[config.mk]
export PLATFORM = sky130hd
export DESIGN_NAME = ic_registry_rd_flat
export DESIGN_NICKNAME = d
export VERILOG_FILES = /design/src/rtl/ic_registry_rd_if.sv /design/src/rtl/ic_registry_rd.sv /design/src/flat_wrapper.sv
export SDC_FILE = /design/constraint.sdc
export NUM_CORES = 1
export LEC_CHECK = 0
export BUFFER_PORTS_ARGS = -buffer_cell sky130_fd_sc_hd__buf_2
export CAP_MARGIN = 20
export CORE_ASPECT_RATIO = 0.8
export CORE_MARGIN = 2
export CORE_UTILIZATION = 35
export CTS_BUF_LIST = sky130_fd_sc_hd__clkbuf_8 sky130_fd_sc_hd__clkbuf_16
export DETAILED_ROUTE_END_ITERATION = 8
export PLACE_DENSITY_LB_ADDON = 0.1
export SYNTH_ARGS = -nofsm -noshare
export SYNTH_HDL_FRONTEND = slang
export SYNTH_SLANG_ARGS = --single-unit
[constraint.sdc]
create_clock -name clk -period 4.4 [get_ports clk]
set_input_delay 0.44 -clock clk [delete_from_list [all_inputs] [get_ports clk]]
set_output_delay 0.44 -clock clk [all_outputs]
set_load 0.1 [all_outputs]
[src/rtl/ic_registry_rd_if.sv]
// Read-path bookkeeping bus for ic_registry_rd.
// Groups the master-side and slave-side AR/R handshake observations the
// registry samples and the routing information it returns.
// The "slave" modport is the registry itself. The "master" modport is the
// interconnect fabric that drives the handshakes and consumes the routing
// outputs.
// Handshake semantics: a transfer happens on a rising clk edge where VALID
// and READY are both high. A burst ends on the R transfer that also has
// RLAST high. VALID/READY are only observed here; the registry never
// stalls them. ARFULL tells the fabric to hold ARREADY low.
interface ic_registry_rd_if;
    logic       M0_ARVALID, M0_ARREADY;
    logic [1:0] M0_ARSLV;
    logic       M0_RVALID, M0_RREADY, M0_RLAST;
    logic [1:0] M0_RSLV;
    logic       M0_ROK, M0_ARFULL;

    logic       M1_ARVALID, M1_ARREADY;
    logic [1:0] M1_ARSLV;
    logic       M1_RVALID, M1_RREADY, M1_RLAST;
    logic [1:0] M1_RSLV;
    logic       M1_ROK, M1_ARFULL;

    logic       S0_ARVALID, S0_ARREADY, S0_ARMSTR;
    logic       S0_RVALID, S0_RREADY, S0_RLAST;
    logic       S0_RMSTR, S0_RMSTR_VLD;

    logic       S1_ARVALID, S1_ARREADY, S1_ARMSTR;
    logic       S1_RVALID, S1_RREADY, S1_RLAST;
    logic       S1_RMSTR, S1_RMSTR_VLD;

    modport master (
        output M0_ARVALID, M0_ARREADY, M0_ARSLV, M0_RVALID, M0_RREADY, M0_RLAST,
        output M1_ARVALID, M1_ARREADY, M1_ARSLV, M1_RVALID, M1_RREADY, M1_RLAST,
        output S0_ARVALID, S0_ARREADY, S0_ARMSTR, S0_RVALID, S0_RREADY, S0_RLAST,
        output S1_ARVALID, S1_ARREADY, S1_ARMSTR, S1_RVALID, S1_RREADY, S1_RLAST,
        input  M0_RSLV, M0_ROK, M0_ARFULL, M1_RSLV, M1_ROK, M1_ARFULL,
        input  S0_RMSTR, S0_RMSTR_VLD, S1_RMSTR, S1_RMSTR_VLD
    );

    modport slave (
        input  M0_ARVALID, M0_ARREADY, M0_ARSLV, M0_RVALID, M0_RREADY, M0_RLAST,
        input  M1_ARVALID, M1_ARREADY, M1_ARSLV, M1_RVALID, M1_RREADY, M1_RLAST,
        input  S0_ARVALID, S0_ARREADY, S0_ARMSTR, S0_RVALID, S0_RREADY, S0_RLAST,
        input  S1_ARVALID, S1_ARREADY, S1_ARMSTR, S1_RVALID, S1_RREADY, S1_RLAST,
        output M0_RSLV, M0_ROK, M0_ARFULL, M1_RSLV, M1_ROK, M1_ARFULL,
        output S0_RMSTR, S0_RMSTR_VLD, S1_RMSTR, S1_RMSTR_VLD
    );
endinterface

[src/rtl/ic_registry_rd.sv]
// Outstanding-read registry for a 2-master / 2-slave interconnect.
// Each master keeps an in-order FIFO of target slaves (2 = decode-error
// responder). Each slave keeps an in-order FIFO of issuing masters.
// The FIFO heads tell the R path which slave owes a master its next burst,
// and whether that slave is currently serving that master.
// Optional feature macro: IC_REGISTRY_RD_ERR_CHK_EN adds a sticky ERR output
// that flags push-when-full / pop-when-empty on any FIFO.
// A push on a full FIFO is accepted only when the same FIFO pops in that
// cycle. A pop on an empty FIFO is always dropped, even alongside a push.
module ic_registry_rd #(
    parameter int CMD_DEPTH  = 4,
    parameter int MSTR_DEPTH = 8
) (
    input logic clk,
    input logic reset,
    ic_registry_rd_if.slave bus
`ifdef IC_REGISTRY_RD_ERR_CHK_EN
    ,
    output logic ERR
`endif
);
    localparam int MW = $clog2(CMD_DEPTH);
    localparam int SW = $clog2(MSTR_DEPTH);
    localparam logic [MW:0]   M_FULL    = (MW+1)'(CMD_DEPTH);
    localparam logic [MW:0]   M_CNT_ONE = (MW+1)'(1);
    localparam logic [MW-1:0] M_PTR_ONE = MW'(1);
    localparam logic [SW:0]   S_FULL    = (SW+1)'(MSTR_DEPTH);
    localparam logic [SW:0]   S_CNT_ONE = (SW+1)'(1);
    localparam logic [SW-1:0] S_PTR_ONE = SW'(1);

    // Handshake decode, gathered into per-index vectors
    logic [1:0] m_push, m_pop, s_push, s_pop, s_push_mstr;
    logic [1:0] m_push_slv [2];

    assign m_push[0]     = bus.M0_ARVALID & bus.M0_ARREADY;
    assign m_push[1]     = bus.M1_ARVALID & bus.M1_ARREADY;
    assign m_pop[0]      = bus.M0_RVALID & bus.M0_RREADY & bus.M0_RLAST;
    assign m_pop[1]      = bus.M1_RVALID & bus.M1_RREADY & bus.M1_RLAST;
    assign m_push_slv[0] = bus.M0_ARSLV;
    assign m_push_slv[1] = bus.M1_ARSLV;
    assign s_push[0]     = bus.S0_ARVALID & bus.S0_ARREADY;
    assign s_push[1]     = bus.S1_ARVALID & bus.S1_ARREADY;
    assign s_pop[0]      = bus.S0_RVALID & bus.S0_RREADY & bus.S0_RLAST;
    assign s_pop[1]      = bus.S1_RVALID & bus.S1_RREADY & bus.S1_RLAST;
    assign s_push_mstr   = {bus.S1_ARMSTR, bus.S0_ARMSTR};

    logic [1:0]    m_mem_q [2][CMD_DEPTH];
    logic [1:0]    m_mem_d [2][CMD_DEPTH];
    logic [MW-1:0] m_rd_q [2], m_rd_d [2], m_wr_q [2], m_wr_d [2];
    logic [MW:0]   m_cnt_q [2], m_cnt_d [2];
    logic          s_mem_q [2][MSTR_DEPTH];
    logic          s_mem_d [2][MSTR_DEPTH];
    logic [SW-1:0] s_rd_q [2], s_rd_d [2], s_wr_q [2], s_wr_d [2];
    logic [SW:0]   s_cnt_q [2], s_cnt_d [2];
    logic [1:0]    m_push_ok, m_pop_ok, s_push_ok, s_pop_ok;

    // Accept/drop decision per FIFO: pop needs data, push needs room or a pop
    always_comb begin
        m_push_ok = '0;
        m_pop_ok  = '0;
        s_push_ok = '0;
        s_pop_ok  = '0;
        for (int i = 0; i < 2; i++) begin
            m_pop_ok[i]  = m_pop[i] && (m_cnt_q[i] != '0);
            m_push_ok[i] = m_push[i] && ((m_cnt_q[i] != M_FULL) || m_pop_ok[i]);
            s_pop_ok[i]  = s_pop[i] && (s_cnt_q[i] != '0);
            s_push_ok[i] = s_push[i] && ((s_cnt_q[i] != S_FULL) || s_pop_ok[i]);
        end
    end

    // Next FIFO state: write at tail, advance head, track occupancy
    always_comb begin
        m_mem_d = m_mem_q;
        m_rd_d  = m_rd_q;
        m_wr_d  = m_wr_q;
        m_cnt_d = m_cnt_q;
        s_mem_d = s_mem_q;
        s_rd_d  = s_rd_q;
        s_wr_d  = s_wr_q;
        s_cnt_d = s_cnt_q;
        for (int i = 0; i < 2; i++) begin
            if (m_push_ok[i]) begin
                m_mem_d[i][m_wr_q[i]] = m_push_slv[i];
                m_wr_d[i] = m_wr_q[i] + M_PTR_ONE;
            end
            if (m_pop_ok[i]) m_rd_d[i] = m_rd_q[i] + M_PTR_ONE;
            if (m_push_ok[i] && !m_pop_ok[i])      m_cnt_d[i] = m_cnt_q[i] + M_CNT_ONE;
            else if (!m_push_ok[i] && m_pop_ok[i]) m_cnt_d[i] = m_cnt_q[i] - M_CNT_ONE;

            if (s_push_ok[i]) begin
                s_mem_d[i][s_wr_q[i]] = s_push_mstr[i];
                s_wr_d[i] = s_wr_q[i] + S_PTR_ONE;
            end
            if (s_pop_ok[i]) s_rd_d[i] = s_rd_q[i] + S_PTR_ONE;
            if (s_push_ok[i] && !s_pop_ok[i])      s_cnt_d[i] = s_cnt_q[i] + S_CNT_ONE;
            else if (!s_push_ok[i] && s_pop_ok[i]) s_cnt_d[i] = s_cnt_q[i] - S_CNT_ONE;
        end
    end

    // FIFO state registers, cleared asynchronously by reset
    always_ff @(posedge clk or negedge reset) begin
        if (!reset) begin
            for (int i = 0; i < 2; i++) begin
                for (int j = 0; j < CMD_DEPTH; j++)  m_mem_q[i][j] <= '0;
                for (int j = 0; j < MSTR_DEPTH; j++) s_mem_q[i][j] <= 1'b0;
                m_rd_q[i]  <= '0;
                m_wr_q[i]  <= '0;
                m_cnt_q[i] <= '0;
                s_rd_q[i]  <= '0;
                s_wr_q[i]  <= '0;
                s_cnt_q[i] <= '0;
            end
        end else begin
            m_mem_q <= m_mem_d;
            m_rd_q  <= m_rd_d;
            m_wr_q  <= m_wr_d;
            m_cnt_q <= m_cnt_d;
            s_mem_q <= s_mem_d;
            s_rd_q  <= s_rd_d;
            s_wr_q  <= s_wr_d;
            s_cnt_q <= s_cnt_d;
        end
    end

    logic [1:0] m_rslv [2];
    logic [1:0] m_rok, m_full, s_rmstr, s_vld;

    // Routing outputs decoded from registered FIFO heads
    always_comb begin
        s_vld   = '0;
        s_rmstr = '0;
        m_rok   = '0;
        m_full  = '0;
        m_rslv  = '{2'd3, 2'd3};
        for (int i = 0; i < 2; i++) begin
            s_vld[i]   = (s_cnt_q[i] != '0);
            s_rmstr[i] = s_vld[i] ? s_mem_q[i][s_rd_q[i]] : 1'b0;
        end
        for (int i = 0; i < 2; i++) begin
            m_full[i] = (m_cnt_q[i] == M_FULL);
            if (m_cnt_q[i] != '0) m_rslv[i] = m_mem_q[i][m_rd_q[i]];
            case (m_rslv[i])
                2'd2:       m_rok[i] = 1'b1;
                2'd0, 2'd1: m_rok[i] = s_vld[m_rslv[i][0]] && (s_rmstr[m_rslv[i][0]] == i[0]);
                default:    m_rok[i] = 1'b0;
            endcase
        end
    end

    assign bus.M0_RSLV      = m_rslv[0];
    assign bus.M0_ROK       = m_rok[0];
    assign bus.M0_ARFULL    = m_full[0];
    assign bus.M1_RSLV      = m_rslv[1];
    assign bus.M1_ROK       = m_rok[1];
    assign bus.M1_ARFULL    = m_full[1];
    assign bus.S0_RMSTR     = s_rmstr[0];
    assign bus.S0_RMSTR_VLD = s_vld[0];
    assign bus.S1_RMSTR     = s_rmstr[1];
    assign bus.S1_RMSTR_VLD = s_vld[1];

`ifdef IC_REGISTRY_RD_ERR_CHK_EN
    logic err_q, err_d;

    // Sticky misuse flag: any dropped push or dropped pop
    always_comb begin
        err_d = err_q | (|(m_push & ~m_push_ok)) | (|(m_pop & ~m_pop_ok))
                      | (|(s_push & ~s_push_ok)) | (|(s_pop & ~s_pop_ok));
    end

    // Error flag register, cleared only by reset
    always_ff @(posedge clk or negedge reset) begin
        if (!reset) err_q <= 1'b0;
        else        err_q <= err_d;
    end

    assign ERR = err_q;
`endif
endmodule

[src/flat_wrapper.sv]
// flat-port wrapper written by rule: the top's interface ports become plain ports
module ic_registry_rd_flat 
#(
    parameter int CMD_DEPTH  = 4,
    parameter int MSTR_DEPTH = 8
)
  (clk, reset, bus_M0_ARVALID, bus_M0_ARREADY, bus_M0_ARSLV, bus_M0_RVALID, bus_M0_RREADY, bus_M0_RLAST, bus_M1_ARVALID, bus_M1_ARREADY, bus_M1_ARSLV, bus_M1_RVALID, bus_M1_RREADY, bus_M1_RLAST, bus_S0_ARVALID, bus_S0_ARREADY, bus_S0_ARMSTR, bus_S0_RVALID, bus_S0_RREADY, bus_S0_RLAST, bus_S1_ARVALID, bus_S1_ARREADY, bus_S1_ARMSTR, bus_S1_RVALID, bus_S1_RREADY, bus_S1_RLAST, bus_M0_RSLV, bus_M0_ROK, bus_M0_ARFULL, bus_M1_RSLV, bus_M1_ROK, bus_M1_ARFULL, bus_S0_RMSTR, bus_S0_RMSTR_VLD, bus_S1_RMSTR, bus_S1_RMSTR_VLD);
  ic_registry_rd_if bus_i ();
  input logic clk;
  input logic reset;
  input wire logic [$bits(bus_i.M0_ARVALID)-1:0] bus_M0_ARVALID;
  input wire logic [$bits(bus_i.M0_ARREADY)-1:0] bus_M0_ARREADY;
  input wire logic [$bits(bus_i.M0_ARSLV)-1:0] bus_M0_ARSLV;
  input wire logic [$bits(bus_i.M0_RVALID)-1:0] bus_M0_RVALID;
  input wire logic [$bits(bus_i.M0_RREADY)-1:0] bus_M0_RREADY;
  input wire logic [$bits(bus_i.M0_RLAST)-1:0] bus_M0_RLAST;
  input wire logic [$bits(bus_i.M1_ARVALID)-1:0] bus_M1_ARVALID;
  input wire logic [$bits(bus_i.M1_ARREADY)-1:0] bus_M1_ARREADY;
  input wire logic [$bits(bus_i.M1_ARSLV)-1:0] bus_M1_ARSLV;
  input wire logic [$bits(bus_i.M1_RVALID)-1:0] bus_M1_RVALID;
  input wire logic [$bits(bus_i.M1_RREADY)-1:0] bus_M1_RREADY;
  input wire logic [$bits(bus_i.M1_RLAST)-1:0] bus_M1_RLAST;
  input wire logic [$bits(bus_i.S0_ARVALID)-1:0] bus_S0_ARVALID;
  input wire logic [$bits(bus_i.S0_ARREADY)-1:0] bus_S0_ARREADY;
  input wire logic [$bits(bus_i.S0_ARMSTR)-1:0] bus_S0_ARMSTR;
  input wire logic [$bits(bus_i.S0_RVALID)-1:0] bus_S0_RVALID;
  input wire logic [$bits(bus_i.S0_RREADY)-1:0] bus_S0_RREADY;
  input wire logic [$bits(bus_i.S0_RLAST)-1:0] bus_S0_RLAST;
  input wire logic [$bits(bus_i.S1_ARVALID)-1:0] bus_S1_ARVALID;
  input wire logic [$bits(bus_i.S1_ARREADY)-1:0] bus_S1_ARREADY;
  input wire logic [$bits(bus_i.S1_ARMSTR)-1:0] bus_S1_ARMSTR;
  input wire logic [$bits(bus_i.S1_RVALID)-1:0] bus_S1_RVALID;
  input wire logic [$bits(bus_i.S1_RREADY)-1:0] bus_S1_RREADY;
  input wire logic [$bits(bus_i.S1_RLAST)-1:0] bus_S1_RLAST;
  output wire logic [$bits(bus_i.M0_RSLV)-1:0] bus_M0_RSLV;
  output wire logic [$bits(bus_i.M0_ROK)-1:0] bus_M0_ROK;
  output wire logic [$bits(bus_i.M0_ARFULL)-1:0] bus_M0_ARFULL;
  output wire logic [$bits(bus_i.M1_RSLV)-1:0] bus_M1_RSLV;
  output wire logic [$bits(bus_i.M1_ROK)-1:0] bus_M1_ROK;
  output wire logic [$bits(bus_i.M1_ARFULL)-1:0] bus_M1_ARFULL;
  output wire logic [$bits(bus_i.S0_RMSTR)-1:0] bus_S0_RMSTR;
  output wire logic [$bits(bus_i.S0_RMSTR_VLD)-1:0] bus_S0_RMSTR_VLD;
  output wire logic [$bits(bus_i.S1_RMSTR)-1:0] bus_S1_RMSTR;
  output wire logic [$bits(bus_i.S1_RMSTR_VLD)-1:0] bus_S1_RMSTR_VLD;
  assign bus_i.M0_ARVALID = bus_M0_ARVALID;
  assign bus_i.M0_ARREADY = bus_M0_ARREADY;
  assign bus_i.M0_ARSLV = bus_M0_ARSLV;
  assign bus_i.M0_RVALID = bus_M0_RVALID;
  assign bus_i.M0_RREADY = bus_M0_RREADY;
  assign bus_i.M0_RLAST = bus_M0_RLAST;
  assign bus_i.M1_ARVALID = bus_M1_ARVALID;
  assign bus_i.M1_ARREADY = bus_M1_ARREADY;
  assign bus_i.M1_ARSLV = bus_M1_ARSLV;
  assign bus_i.M1_RVALID = bus_M1_RVALID;
  assign bus_i.M1_RREADY = bus_M1_RREADY;
  assign bus_i.M1_RLAST = bus_M1_RLAST;
  assign bus_i.S0_ARVALID = bus_S0_ARVALID;
  assign bus_i.S0_ARREADY = bus_S0_ARREADY;
  assign bus_i.S0_ARMSTR = bus_S0_ARMSTR;
  assign bus_i.S0_RVALID = bus_S0_RVALID;
  assign bus_i.S0_RREADY = bus_S0_RREADY;
  assign bus_i.S0_RLAST = bus_S0_RLAST;
  assign bus_i.S1_ARVALID = bus_S1_ARVALID;
  assign bus_i.S1_ARREADY = bus_S1_ARREADY;
  assign bus_i.S1_ARMSTR = bus_S1_ARMSTR;
  assign bus_i.S1_RVALID = bus_S1_RVALID;
  assign bus_i.S1_RREADY = bus_S1_RREADY;
  assign bus_i.S1_RLAST = bus_S1_RLAST;
  assign bus_M0_RSLV = bus_i.M0_RSLV;
  assign bus_M0_ROK = bus_i.M0_ROK;
  assign bus_M0_ARFULL = bus_i.M0_ARFULL;
  assign bus_M1_RSLV = bus_i.M1_RSLV;
  assign bus_M1_ROK = bus_i.M1_ROK;
  assign bus_M1_ARFULL = bus_i.M1_ARFULL;
  assign bus_S0_RMSTR = bus_i.S0_RMSTR;
  assign bus_S0_RMSTR_VLD = bus_i.S0_RMSTR_VLD;
  assign bus_S1_RMSTR = bus_i.S1_RMSTR;
  assign bus_S1_RMSTR_VLD = bus_i.S1_RMSTR_VLD;
  ic_registry_rd #(.CMD_DEPTH(CMD_DEPTH), .MSTR_DEPTH(MSTR_DEPTH)) u_core (.clk(clk), .reset(reset), .bus(bus_i));
endmodule
==> results of run 1 <==
[cells by family (layout without fill, tap and decap cells)]
family                   Yosys count  count (layout)  synth area share
adder cells (fa/ha/maj)           24              24            0.0940
AND/OR/NAND/NOR                   76              76             0.116
XOR/XNOR                          26              26            0.0648
multiplexers                      55              55             0.190
buffers and inverters             24              72            0.0303
flip-flops                        66              66             0.470
AO/OA/AOI/OAI                     17              17            0.0349
[cell type report]
cell class / count / area (sq um) / area share
multi-input cells: 198 / 1760 / 0.426
flip-flops and latches: 66 / 1650 / 0.400
clock buffers: 12 / 267 / 0.0646
repair buffers: 40 / 203 / 0.0492
well taps: 136 / 170 / 0.0413
inverters: 16 / 60.1 / 0.0146
clock inverters: 4 / 17.5 / 0.00425
[Yosys cell counts (3+ instances only)]
library cell and instances:
sky130_fd_sc_hd__nand2_1 24, sky130_fd_sc_hd__mux2_1 6, sky130_fd_sc_hd__ha_1 20, sky130_fd_sc_hd__inv_1 16
sky130_fd_sc_hd__clkbuf_1 4, sky130_fd_sc_hd__or2_1 3, sky130_fd_sc_hd__mux2_2 34, sky130_fd_sc_hd__nand4b_1 6
sky130_fd_sc_hd__nor2_1 16, sky130_fd_sc_hd__nor3_1 4, sky130_fd_sc_hd__mux2i_1 10, sky130_fd_sc_hd__nand3_1 8
sky130_fd_sc_hd__nand4_1 3, sky130_fd_sc_hd__mux4_2 4, sky130_fd_sc_hd__xnor2_1 16, sky130_fd_sc_hd__a21oi_1 3
sky130_fd_sc_hd__dfrtp_1 66, sky130_fd_sc_hd__xor2_1 10, sky130_fd_sc_hd__o21ai_0 4, sky130_fd_sc_hd__nand3b_1 3
sky130_fd_sc_hd__fa_1 4
[worst max path at each step]
| stage | slack (ns) | cells after the start | end |
|---|---|---|---|
| after floorplan | 0.06 | 6 | u_core.m_cnt_q[1] |
| after global placement | 1.65 | 10 | u_core.s_cnt_q[3] |
| after detailed placement | 1.57 | 10 | u_core.s_cnt_q[3] |
| after CTS | 1.60 | 9 | u_core.s_cnt_q[3] |
| after global routing | 1.38 | 9 | u_core.s_cnt_q[3] |
| final | 1.61 | 9 | u_core.s_cnt_q[3] |
[critical path: cells and delay by family, from the launching register on]
kind | cells | cell delay, ns
AO/OA/AOI/OAI | 3 | 1.12
XOR/XNOR | 1 | 0.13
adder cells (fa/ha/maj) | 2 | 0.59
buffers and inverters | 1 | 0.09
flip-flops | 1 | 0.45
multiplexers | 1 | 0.23
AND/OR/NAND/NOR | 1 | 0.10
[routing by layer]
metal  up-vias  track usage  routed length [microns]
met1      1049        0.176                     3170
met5         -            0                        0
li1       1090            -                        -
met3         7       0.0493                      273
met4         0       0.0506                       73
met2        29        0.198                     2910
[cells in the final DEF (no fill, tap or decap), types with 6 or more instances in the layout]
cell type,n
sky130_fd_sc_hd__dfrtp_1,66
sky130_fd_sc_hd__buf_2,39
sky130_fd_sc_hd__mux2_2,34
sky130_fd_sc_hd__nand2_1,24
sky130_fd_sc_hd__ha_1,20
sky130_fd_sc_hd__inv_1,18
sky130_fd_sc_hd__nor2_1,16
sky130_fd_sc_hd__xnor2_1,16
sky130_fd_sc_hd__mux2i_1,10
sky130_fd_sc_hd__xor2_1,10
sky130_fd_sc_hd__clkbuf_16,9
sky130_fd_sc_hd__nand3_1,8
sky130_fd_sc_hd__nand4b_1,6
sky130_fd_sc_hd__mux2_1,6
[through the flow]
step | setup slack [ns] | instances | hold WS, ns
final | 1.61 | 472 | 0.150
after global routing | 1.38 | 472 | 0.224
after CTS | 1.60 | 472 | 0.192
after detailed placement | 1.57 | 456 | 0.473
after global placement | 1.65 | 456 | 0.476
after floorplan | 0.0631 | 288 | 0.144
[registers in the layout, indices dropped and copies added (netlist names)]
signal          cells
u_core.m_mem_q     16
u_core.s_mem_q     16
u_core.s_cnt_q      8
u_core.m_cnt_q      6
u_core.s_rd_q       6
u_core.s_wr_q       6
u_core.m_rd_q       4
u_core.m_wr_q       4
==> impl_metrics.prom, run 1 <==
# TYPE chip_impl_metric gauge
chip_impl_metric{name="synth_sequential_area_ratio",unit=""} 0.470
chip_impl_metric{name="detailed_place.area",unit="sq um"} 3840
chip_impl_info{name="cts_root_buf",value="sky130_fd_sc_hd__clkbuf_16"} 1
chip_impl_metric{name="total_half_perimeter_wirelength_after_legalization_and_detailed_placement",unit="microns"} 4680
chip_impl_metric{name="finClkSkew",unit="ns"} 0.00582
chip_impl_metric{name="final_min_period_over_clock_period",unit=""} 0.633
chip_impl_metric{name="setup_total_negative_slack",unit="ns"} 0
chip_impl_metric{name="synth_enable_flop_cells",unit=""} 0
chip_impl_metric{name="die_height",unit="microns"} 93.6
chip_impl_metric{name="hold_fix_buffer_count_after_cts",unit=""} 0
chip_impl_metric{name="yosysTopAreaCellShare",unit=""} 0.470
chip_impl_metric{name="floorplan.rows",unit=""} 32
chip_impl_metric{name="yosysWarningCount",unit=""} 0
chip_impl_metric{name="syn_nets",unit=""} 340
chip_impl_metric{name="antenna_found_initial",unit=""} 0
chip_impl_metric{name="maxSlewHeadroom",unit=""} 0.363
chip_impl_metric{name="worstSkewPairLatency",unit="ns"} 0.33
chip_impl_metric{name="post_cts_sizing",unit=""} 0
chip_impl_metric{name="final.fill_count",unit=""} 964
chip_impl_metric{name="vias_in_the_first_global_route",unit=""} 2217
chip_impl_metric{name="overflow",unit=""} 0
chip_impl_metric{name="final_core_occ",unit=""} 0.426
chip_impl_metric{name="finalWorstPathRequiredPeriod",unit="ns"} 2.79
chip_impl_metric{name="post_route_drc",unit=""} 0
chip_impl_metric{name="post-cts-setup-buffers",unit=""} 0
chip_impl_metric{name="maximum_count_of_clock_buffers_along_a_single_path",unit=""} 2
chip_impl_info{name="startpoint",value="u_core.s_cnt_q[0]"} 1
chip_impl_metric{name="core_area",unit="sq um"} 9690
chip_impl_metric{name="fin_area",unit="sq um"} 4120
chip_impl_metric{name="buffer_ports.inserted",unit=""} 39
chip_impl_metric{name="synth_area",unit="sq um"} 3510
chip_impl_metric{name="post_route_cells_drive_above_1_share",unit=""} 0.295
chip_impl_metric{name="cts_made_buffers",unit=""} 9
chip_impl_metric{name="clkTransAtPathRegs",unit="ns"} 0.05
chip_impl_info{name="worstPathCellList",value="nor3_1 > a31oi_1 > ha_1 > inv_1 > ha_1 > a21o_1 > a21oi_1 > mux2i_1 > xnor2_1"} 1
chip_impl_info{name="crit_path_frequent_cell",value="sky130_fd_sc_hd__ha_1"} 1
chip_impl_metric{name="die_x",unit="microns"} 116
chip_impl_metric{name="grt_start_max_net_pins",unit=""} 38
chip_impl_metric{name="synthArstFlopShare",unit=""} 1.00
chip_impl_info{name="critical_path.reg2reg.endpoint",value="u_core.s_cnt_q[3]"} 1
chip_impl_metric{name="critical_path.max_stage_delay",unit="ns"} 0.78
chip_impl_metric{name="cap_viol_max_count",unit=""} 0
chip_impl_metric{name="area.growth.synth_to_final",unit="%"} 17.4
chip_impl_metric{name="reg2reg_slack",unit="ns"} 1.61
chip_impl_metric{name="grt_usage",unit=""} 0.133
chip_impl_metric{name="io-pin-count",unit=""} 40
chip_impl_info{name="timing.critical_path.from_type",value="flip-flop"} 1
chip_impl_metric{name="layout.nets",unit=""} 383
chip_impl_metric{name="final_antenna_net_count",unit=""} 0
chip_impl_info{name="grt_setup_unrepaired",value="false"} 1
chip_impl_metric{name="route.detailed.wl_per_inst",unit="microns"} 13.6
chip_impl_metric{name="syn-instance-count",unit=""} 288
chip_impl_info{name="library_cell_contributing_the_largest_single_delay_on_the_critical_path",value="sky130_fd_sc_hd__a31oi_1"} 1
chip_impl_metric{name="worstRegToRegCells",unit=""} 9
chip_impl_metric{name="crit_arrival",unit="ns"} 3.04
chip_impl_metric{name="htree_num_levels",unit=""} 3
chip_impl_metric{name="dr.pass1.iters",unit=""} 3
chip_impl_metric{name="timing_worst_slew_pin_value",unit="ns"} 0.950
chip_impl_info{name="path_class",value="reg -> reg"} 1
chip_impl_metric{name="clock-sinks",unit=""} 66
chip_impl_metric{name="path_max_fanout",unit=""} 12
chip_impl_metric{name="grt_first_pass_wirelength",unit="microns"} 10800
chip_impl_info{name="timing.rr.start",value="u_core.s_cnt_q[0]"} 1
chip_impl_info{name="worstHoldPathType",value="in -> async"} 1
chip_impl_metric{name="post_detailed_routing_wire_length",unit="microns"} 6420
chip_impl_metric{name="die-area",unit="sq um"} 10900
chip_impl_metric{name="ys_seq_elements",unit=""} 66
chip_impl_metric{name="hold_violations",unit=""} 0
chip_impl_metric{name="syn_area_per_cell",unit="sq um"} 12.2
chip_impl_info{name="synth_largest_area_cell",value="sky130_fd_sc_hd__dfrtp_1"} 1
chip_impl_metric{name="via_per_inst",unit=""} 4.61
chip_impl_info{name="synth_ff_type",value="sky130_fd_sc_hd__dfrtp_1"} 1
chip_impl_info{name="end_kind",value="flip-flop"} 1
chip_impl_info{name="status",value="completed"} 1
chip_impl_metric{name="gp_routability_congestion",unit=""} 0.718
chip_impl_metric{name="n_antenna_cell",unit=""} 0
chip_impl_info{name="clock_tree_from_tritoncts",value="done"} 1
chip_impl_metric{name="cp_data_required_time",unit="ns"} 4.65
chip_impl_metric{name="timing.final.max_slew_violations",unit=""} 0
chip_impl_metric{name="vias",unit=""} 2175
chip_impl_metric{name="detailedRoute.firstIterationViolations",unit=""} 59
chip_impl_metric{name="achievable-frequency",unit="GHz"} 0.359
chip_impl_metric{name="timing.final.setup_violations",unit=""} 0
chip_impl_metric{name="yosys.cell_types.count",unit=""} 39
chip_impl_info{name="netlist_top_cells_area",value="sky130_fd_sc_hd__dfrtp_1 (47%), sky130_fd_sc_hd__mux2_2 (11%), sky130_fd_sc_hd__ha_1 (7.1%)"} 1
chip_impl_metric{name="initial_utilization",unit=""} 0.363
Power of run 1 is not shown: default switching activity piles up to over one toggle a cycle in this logic, so the estimate is an artifact.
==> run 2: changes to the inputs <==
--- a/config.mk
+++ b/config.mk
@@ -5,6 +5,7 @@
 export SDC_FILE = /design/constraint.sdc
 export NUM_CORES = 1
 export LEC_CHECK = 0
+export ABC_AREA = 1
 export BUFFER_PORTS_ARGS = -buffer_cell sky130_fd_sc_hd__buf_2
 export CAP_MARGIN = 20
 export CORE_ASPECT_RATIO = 0.8
==> constraint.sdc (replaced) <==
create_clock -name clk -period 2.34 [get_ports clk]
set_input_delay 0.234 -clock clk [delete_from_list [all_inputs] [get_ports clk]]
set_output_delay 0.234 -clock clk [all_outputs]
set_load 0.1 [all_outputs]
==> impl_metrics.prom, run 2 <==
# TYPE chip_impl_metric gauge
chip_impl_metric{name="finClkSkew",unit="ns"} 0.00754
chip_impl_metric{name="detailedRoute.firstIterationViolations",unit=""} 148
chip_impl_metric{name="fin_cells",unit=""} 667
chip_impl_metric{name="final.fill_count",unit=""} 1043
chip_impl_info{name="clock_tree_from_tritoncts",value="done"} 1
chip_impl_info{name="status",value="completed"} 1
chip_impl_metric{name="route.detailed.wl_per_inst",unit="microns"} 11.4
chip_impl_metric{name="core_area",unit="sq um"} 10400
chip_impl_info{name="grt_setup_unrepaired",value="false"} 1
chip_impl_info{name="timing.critical_path.from_type",value="flip-flop"} 1
chip_impl_info{name="end_kind",value="flip-flop"} 1
chip_impl_metric{name="yosysWarningCount",unit=""} 0
chip_impl_metric{name="area.growth.synth_to_final",unit="%"} 25.6
chip_impl_info{name="synth.cells.most_frequent",value="sky130_fd_sc_hd__nand2_1 (142), sky130_fd_sc_hd__dfrtp_1 (66), sky130_fd_sc_hd__nand3_1 (48)"} 1
chip_impl_metric{name="pre_cts_ws",unit="ns"} 0.0325
chip_impl_info{name="layout_commonest_cell",value="sky130_fd_sc_hd__nand2_1"} 1
chip_impl_metric{name="floorplan.rows",unit=""} 33
chip_impl_info{name="path_class",value="reg -> reg"} 1
chip_impl_metric{name="synthArstFlopShare",unit=""} 1.00
chip_impl_info{name="synth_largest_area_cell",value="sky130_fd_sc_hd__dfrtp_1"} 1
chip_impl_metric{name="gp_routability_congestion",unit=""} 0.786
chip_impl_metric{name="final_antenna_net_count",unit=""} 0
chip_impl_metric{name="overflow",unit=""} 0
chip_impl_metric{name="worstSkewPairLatency",unit="ns"} 0.33
chip_impl_metric{name="vias_in_the_first_global_route",unit=""} 2868
chip_impl_metric{name="postLayoutSetupSlackWorst",unit="ns"} 0.174
chip_impl_metric{name="total_half_perimeter_wirelength_after_legalization_and_detailed_placement",unit="microns"} 5530
chip_impl_metric{name="yosys.cell_types.count",unit=""} 33
chip_impl_metric{name="cts_made_buffers",unit=""} 9
chip_impl_metric{name="syn-instance-count",unit=""} 459
chip_impl_metric{name="die-area",unit="sq um"} 11600
chip_impl_info{name="synth_ff_type",value="sky130_fd_sc_hd__dfrtp_1"} 1
chip_impl_metric{name="synth_sequential_area_ratio",unit=""} 0.440
chip_impl_metric{name="timing.final.max_slew_violations",unit=""} 0
chip_impl_metric{name="n_antenna_cell",unit=""} 0
chip_impl_metric{name="path_max_fanout",unit=""} 5
chip_impl_metric{name="post_route_drc",unit=""} 0
chip_impl_metric{name="dr.pass1.iters",unit=""} 4
chip_impl_metric{name="place.detailed.instances",unit=""} 642
chip_impl_metric{name="htree_num_levels",unit=""} 3
chip_impl_metric{name="syn_area_per_cell",unit="sq um"} 8.18
chip_impl_info{name="reg.largest.list",value="u_core.m_mem_q (16), u_core.s_mem_q (16), u_core.s_cnt_q (8)"} 1
chip_impl_metric{name="vias",unit=""} 3039
chip_impl_metric{name="buffer_ports.inserted",unit=""} 39
chip_impl_metric{name="synth_enable_flop_cells",unit=""} 0
chip_impl_metric{name="die_x",unit="microns"} 120
chip_impl_metric{name="achievable-frequency",unit="GHz"} 0.462
chip_impl_metric{name="reg2reg_slack",unit="ns"} 0.17
chip_impl_metric{name="clkTransAtPathRegs",unit="ns"} 0.06
chip_impl_metric{name="detailed_place.area",unit="sq um"} 4300
chip_impl_metric{name="synth_area",unit="sq um"} 3750
chip_impl_metric{name="fin_area",unit="sq um"} 4720
chip_impl_metric{name="crit_arrival",unit="ns"} 2.37
chip_impl_metric{name="die_height",unit="microns"} 96.6
chip_impl_info{name="leading_cell_types_in_the_layout_fill_and_taps_excluded",value="sky130_fd_sc_hd__nand2_1 (138), sky130_fd_sc_hd__dfrtp_1 (62), sky130_fd_sc_hd__nand3_1 (46)"} 1
chip_impl_metric{name="post_route_cells_drive_above_1_share",unit=""} 0.233
chip_impl_metric{name="post_detailed_routing_wire_length",unit="microns"} 7600
chip_impl_metric{name="ys_seq_elements",unit=""} 66
chip_impl_metric{name="io-pin-count",unit=""} 40
chip_impl_metric{name="cp_data_required_time",unit="ns"} 2.55
chip_impl_metric{name="hold_violations",unit=""} 0
chip_impl_info{name="yosysMostFrequentCell",value="sky130_fd_sc_hd__nand2_1"} 1
chip_impl_metric{name="grt_usage",unit=""} 0.143
chip_impl_metric{name="syn_nets",unit=""} 511
chip_impl_info{name="worstHoldPathType",value="in -> reg"} 1
chip_impl_metric{name="timing_worst_slew_pin_value",unit="ns"} 0.498
chip_impl_info{name="netlist_top_cells_area",value="sky130_fd_sc_hd__dfrtp_1 (44%), sky130_fd_sc_hd__nand2_1 (14%), sky130_fd_sc_hd__ha_1 (6.7%)"} 1
chip_impl_info{name="cts_root_buf",value="sky130_fd_sc_hd__clkbuf_16"} 1
chip_impl_metric{name="yosysTopAreaCellShare",unit=""} 0.440
chip_impl_metric{name="antenna_found_initial",unit=""} 0
chip_impl_metric{name="final_min_period_over_clock_period",unit=""} 0.926
chip_impl_metric{name="finalWorstPathRequiredPeriod",unit="ns"} 2.17
chip_impl_metric{name="via_per_inst",unit=""} 4.56
chip_impl_metric{name="maximum_count_of_clock_buffers_along_a_single_path",unit=""} 2
chip_impl_metric{name="grt_first_pass_wirelength",unit="microns"} 13500
chip_impl_metric{name="cap_viol_max_count",unit=""} 0
chip_impl_metric{name="maxSlewHeadroom",unit=""} 0.670
chip_impl_metric{name="grt_start_max_net_pins",unit=""} 67
chip_impl_metric{name="timing.final.setup_violations",unit=""} 0
chip_impl_metric{name="layout.nets",unit=""} 574
chip_impl_metric{name="initial_utilization",unit=""} 0.362
chip_impl_metric{name="clock-sinks",unit=""} 66
[run 2: changes by cell type in the layout (fill, tap and decap cells not counted), sizes merged, moves of 9 or more]
| cell | before | now |
|---|---|---|
| nand2 | 24 | 146 |
| nand3 | 8 | 51 |
| mux2 | 40 | 5 |
| inv | 18 | 46 |
| nor2 | 16 | 37 |
| buf | 40 | 56 |
| o21ai | 4 | 19 |
| mux2i | 10 | 0 |
| xnor2 | 16 | 7 |
[run 2: cell families after synthesis]
group | after synthesis | synth area share
AO/OA/AOI/OAI | 31 | 0.0420
buffers and inverters | 55 | 0.0600
multiplexers | 5 | 0.0150
AND/OR/NAND/NOR | 257 | 0.306
XOR/XNOR | 21 | 0.0490
flip-flops | 66 | 0.440
adder cells (fa/ha/maj) | 24 | 0.0880
[run 2: what timing repair did]
item / 4_1_cts / 5_1_grt
setup buffers: 0 / 8
pin swaps: 0 / 4
endpoints found under the hold margin: 66 / 0
hold buffers: 1 / 0
gates resized for setup: 1 / 10
setup endpoints to repair: 1 / 4
[run 2: metrics by stage]
stage          utilization  TNS (ns)  hold slack (ns)
2_1_floorplan            -     -1.37          -0.0616
3_3_place_gp         0.414         0            0.291
3_5_place_dp         0.414         0            0.288
4_1_cts              0.448         0            0.176
5_1_grt              0.455         0            0.194
6_report             0.455         0            0.189
[run 2: final timing paths]
check,from,to,cells past startpoint
worst min register to register,u_core.s_mem_q[8],u_core.s_mem_q[8],2
worst max-delay path,u_core.s_cnt_q[0],u_core.s_cnt_q[3],12
min in group asynchronous,reset,u_core.s_mem_q[10],3
max in group asynchronous,reset,u_core.s_cnt_q[4],3
worst min-delay path,bus_M1_ARSLV[1],u_core.m_mem_q[5],3
worst max register to register,u_core.s_cnt_q[0],u_core.s_cnt_q[3],12
[run 2: final cells by class]
type	instances	area (sq um)	area share
flip-flops and latches	66	1660	0.351
clock buffers	12	267	0.0565
multi-input cells	338	1990	0.421
clock inverters	4	72.6	0.0154
well taps	140	175	0.0371
repair buffers	57	363	0.0769
inverters	50	198	0.0419
[run 2: worst max-delay path: stages (launching register included)]
cell and delay [ns]:
sky130_fd_sc_hd__dfrtp_1 0.40, sky130_fd_sc_hd__nor3_4 0.21, sky130_fd_sc_hd__buf_4 0.15, sky130_fd_sc_hd__nand2_4 0.06, sky130_fd_sc_hd__nand2_2 0.10, sky130_fd_sc_hd__ha_1 0.17
sky130_fd_sc_hd__inv_2 0.06, sky130_fd_sc_hd__ha_1 0.31, sky130_fd_sc_hd__a21oi_1 0.14, sky130_fd_sc_hd__nand2_1 0.07, sky130_fd_sc_hd__a21oi_1 0.11, sky130_fd_sc_hd__o21ai_0 0.10
sky130_fd_sc_hd__xor2_1 0.15
[run 2: layer usage]
layer	GRT usage	wire, microns
met5	0	0
met4	0.0353	87
met3	0.0425	383
met2	0.208	3220
met1	0.209	3910
Power of run 2 is left out for the same reason.
==> run 3: changes to the inputs <==
--- a/config.mk
+++ b/config.mk
@@ -13,7 +13,7 @@
 export CORE_UTILIZATION = 35
 export CTS_BUF_LIST = sky130_fd_sc_hd__clkbuf_8 sky130_fd_sc_hd__clkbuf_16
 export DETAILED_ROUTE_END_ITERATION = 8
-export PLACE_DENSITY_LB_ADDON = 0.1
+export PLACE_DENSITY = 0.53
 export SYNTH_ARGS = -nofsm -noshare
 export SYNTH_HDL_FRONTEND = slang
 export SYNTH_SLANG_ARGS = --single-unit
==> impl_metrics.prom, run 3 (synthesis gave the netlist of run 2 again) <==
# TYPE chip_impl_metric gauge
chip_impl_info{name="status",value="completed"} 1
chip_impl_info{name="worstHoldPathType",value="in -> reg"} 1
chip_impl_metric{name="total_half_perimeter_wirelength_after_legalization_and_detailed_placement",unit="microns"} 5720
chip_impl_metric{name="fin_cells",unit=""} 670
chip_impl_info{name="end_kind",value="flip-flop"} 1
chip_impl_metric{name="n_antenna_cell",unit=""} 0
chip_impl_info{name="timing.critical_path.max_delay_family",value="simple AND/OR/NAND/NOR gates"} 1
chip_impl_info{name="library_cell_contributing_the_largest_single_delay_on_the_critical_path",value="sky130_fd_sc_hd__dfrtp_2"} 1
chip_impl_metric{name="timing_worst_slew_pin_value",unit="ns"} 0.556
chip_impl_metric{name="grt_start_max_net_pins",unit=""} 34
chip_impl_metric{name="via_per_inst",unit=""} 4.58
chip_impl_metric{name="path_max_fanout",unit=""} 5
chip_impl_metric{name="worst_hold_slack",unit="ns"} 0.198
chip_impl_metric{name="grt_first_pass_wirelength",unit="microns"} 13400
chip_impl_metric{name="worstSkewPairLatency",unit="ns"} 0.33
chip_impl_metric{name="io-pin-count",unit=""} 40
chip_impl_metric{name="critical_path.n_buffers_inverters",unit=""} 2
chip_impl_metric{name="detailedRoute.firstIterationViolations",unit=""} 175
chip_impl_metric{name="dr.pass1.iters",unit=""} 4
chip_impl_info{name="clock_tree_from_tritoncts",value="done"} 1
chip_impl_metric{name="htree_num_levels",unit=""} 3
chip_impl_info{name="timing.rr.start",value="u_core.s_cnt_q[5]"} 1
chip_impl_metric{name="place.detailed.instances",unit=""} 643
chip_impl_metric{name="die_height",unit="microns"} 96.6
chip_impl_metric{name="critical_path.max_stage_delay",unit="ns"} 0.43
chip_impl_info{name="path_class",value="reg -> reg"} 1
chip_impl_metric{name="cap_viol_max_count",unit=""} 0
chip_impl_metric{name="timing.final.setup_violations",unit=""} 0
chip_impl_metric{name="hold_violations",unit=""} 0
chip_impl_info{name="crit_path_frequent_cell",value="sky130_fd_sc_hd__ha_4"} 1
chip_impl_metric{name="clock-sinks",unit=""} 66
chip_impl_metric{name="layout.nets",unit=""} 577
chip_impl_metric{name="cp_data_required_time",unit="ns"} 2.55
chip_impl_metric{name="final_antenna_net_count",unit=""} 0
chip_impl_metric{name="timing.final.max_slew_violations",unit=""} 0
chip_impl_metric{name="vias_in_the_first_global_route",unit=""} 2966
chip_impl_metric{name="clkTransAtPathRegs",unit="ns"} 0.05
chip_impl_metric{name="maximum_count_of_clock_buffers_along_a_single_path",unit=""} 2
chip_impl_metric{name="die-area",unit="sq um"} 11600
chip_impl_metric{name="floorplan.rows",unit=""} 33
chip_impl_metric{name="finClkSkew",unit="ns"} 0.00672
chip_impl_metric{name="final_min_period_over_clock_period",unit=""} 0.939
chip_impl_metric{name="post_route_drc",unit=""} 0
chip_impl_metric{name="cts_made_buffers",unit=""} 9
chip_impl_info{name="worstPathCellList",value="nor2_4 > nand3_4 > nand2_8 > nand4_4 > nand2_4 > inv_2 > ha_4 > inv_4 > ha_4 > a21oi_2 > nand2_1 > a21oi_1 > o21ai_1 > xor2_1"} 1
chip_impl_metric{name="route.detailed.wl_per_inst",unit="microns"} 11.5
chip_impl_metric{name="final_core_occ",unit=""} 0.456
chip_impl_info{name="startpoint",value="u_core.s_cnt_q[5]"} 1
chip_impl_metric{name="area.growth.synth_to_final",unit="%"} 25.8
chip_impl_info{name="timing.critical_path.from_type",value="flip-flop"} 1
chip_impl_metric{name="overflow",unit=""} 0
chip_impl_metric{name="grt_usage",unit=""} 0.143
chip_impl_metric{name="vias",unit=""} 3070
chip_impl_info{name="leading_cell_types_in_the_layout_fill_and_taps_excluded",value="sky130_fd_sc_hd__nand2_1 (139), sky130_fd_sc_hd__dfrtp_1 (61), sky130_fd_sc_hd__nand3_1 (46)"} 1
chip_impl_metric{name="buffer_ports.inserted",unit=""} 39
chip_impl_metric{name="die_x",unit="microns"} 120
chip_impl_metric{name="core_area",unit="sq um"} 10400
chip_impl_metric{name="finalWorstPathRequiredPeriod",unit="ns"} 2.20
chip_impl_metric{name="gp_routability_congestion",unit=""} 0.765
chip_impl_info{name="hold_start",value="bus_M0_ARSLV[1]"} 1
chip_impl_info{name="layout_commonest_cell",value="sky130_fd_sc_hd__nand2_1"} 1
chip_impl_metric{name="maxSlewHeadroom",unit=""} 0.629
chip_impl_metric{name="initial_utilization",unit=""} 0.362
chip_impl_info{name="reg.largest.list",value="u_core.m_mem_q (16), u_core.s_mem_q (16), u_core.s_cnt_q (8)"} 1
chip_impl_metric{name="antenna_found_initial",unit=""} 0
chip_impl_info{name="cts_root_buf",value="sky130_fd_sc_hd__clkbuf_16"} 1
chip_impl_metric{name="achievable-frequency",unit="GHz"} 0.455
chip_impl_metric{name="post_route_cells_drive_above_1_share",unit=""} 0.228
chip_impl_metric{name="post_detailed_routing_wire_length",unit="microns"} 7690
chip_impl_metric{name="crit_arrival",unit="ns"} 2.41
## run 3: through the flow
step	TNS, ns	setup WS [ns]	instance area, sq um
CTS	0	0.0420	4610
global placement	0	0.0807	4300
finish	0	0.142	4720
floorplan	-1.37	-0.354	3870
global route	-0.00803	-0.00803	4720
detailed placement	0	0.0338	4300
## run 3: repair_timing
| action | in CTS | in global routing |
|---|---|---|
| gates resized for setup | 0 | 10 |
| endpoints found under the setup margin | 0 | 5 |
| buffers inserted | 0 | 10 |
| hold buffers | 1 | 0 |
| endpoints found under the hold margin | 20 | 0 |
## run 3: worst paths after layout
path / endpoint / slack [ns] / depth (start not counted)
max: u_core.s_cnt_q[7] / 0.14 / 14
min: u_core.m_mem_q[9] / 0.20 / 3
max reg2reg: u_core.s_cnt_q[7] / 0.14 / 14
min reg2reg: u_core.s_mem_q[10] / 0.47 / 2
max in group asynchronous: u_core.m_cnt_q[1] / 1.30 / 3
min in group asynchronous: u_core.s_mem_q[11] / 0.43 / 2
## run 3: area by class of cell
cell class	instances	area, sq um
tap	140	175
timing repair buffer	60	385
fill	990	5640
inverter	50	200
multi-input combinational	338	2000
clock inverter	5	46.3
clock buffer	11	253
sequential	66	1660
## run 3: tightest hold or removal path, cell delays in order
cell	delay, ns
sky130_fd_sc_hd__buf_2	0.13
sky130_fd_sc_hd__nand3_1	0.08
sky130_fd_sc_hd__nand2_1	0.05
## run 3: metal layers
metal | track usage | share of wire | vias up
li1 | - | - | 1611
met1 | 0.205 | 0.52 | 1403
met2 | 0.207 | 0.43 | 49
met3 | 0.0578 | 0.045 | 7
met4 | 0.0244 | 0.0077 | 0
met5 | 0 | 0 | -
Power of run 3 is left out for the same reason.
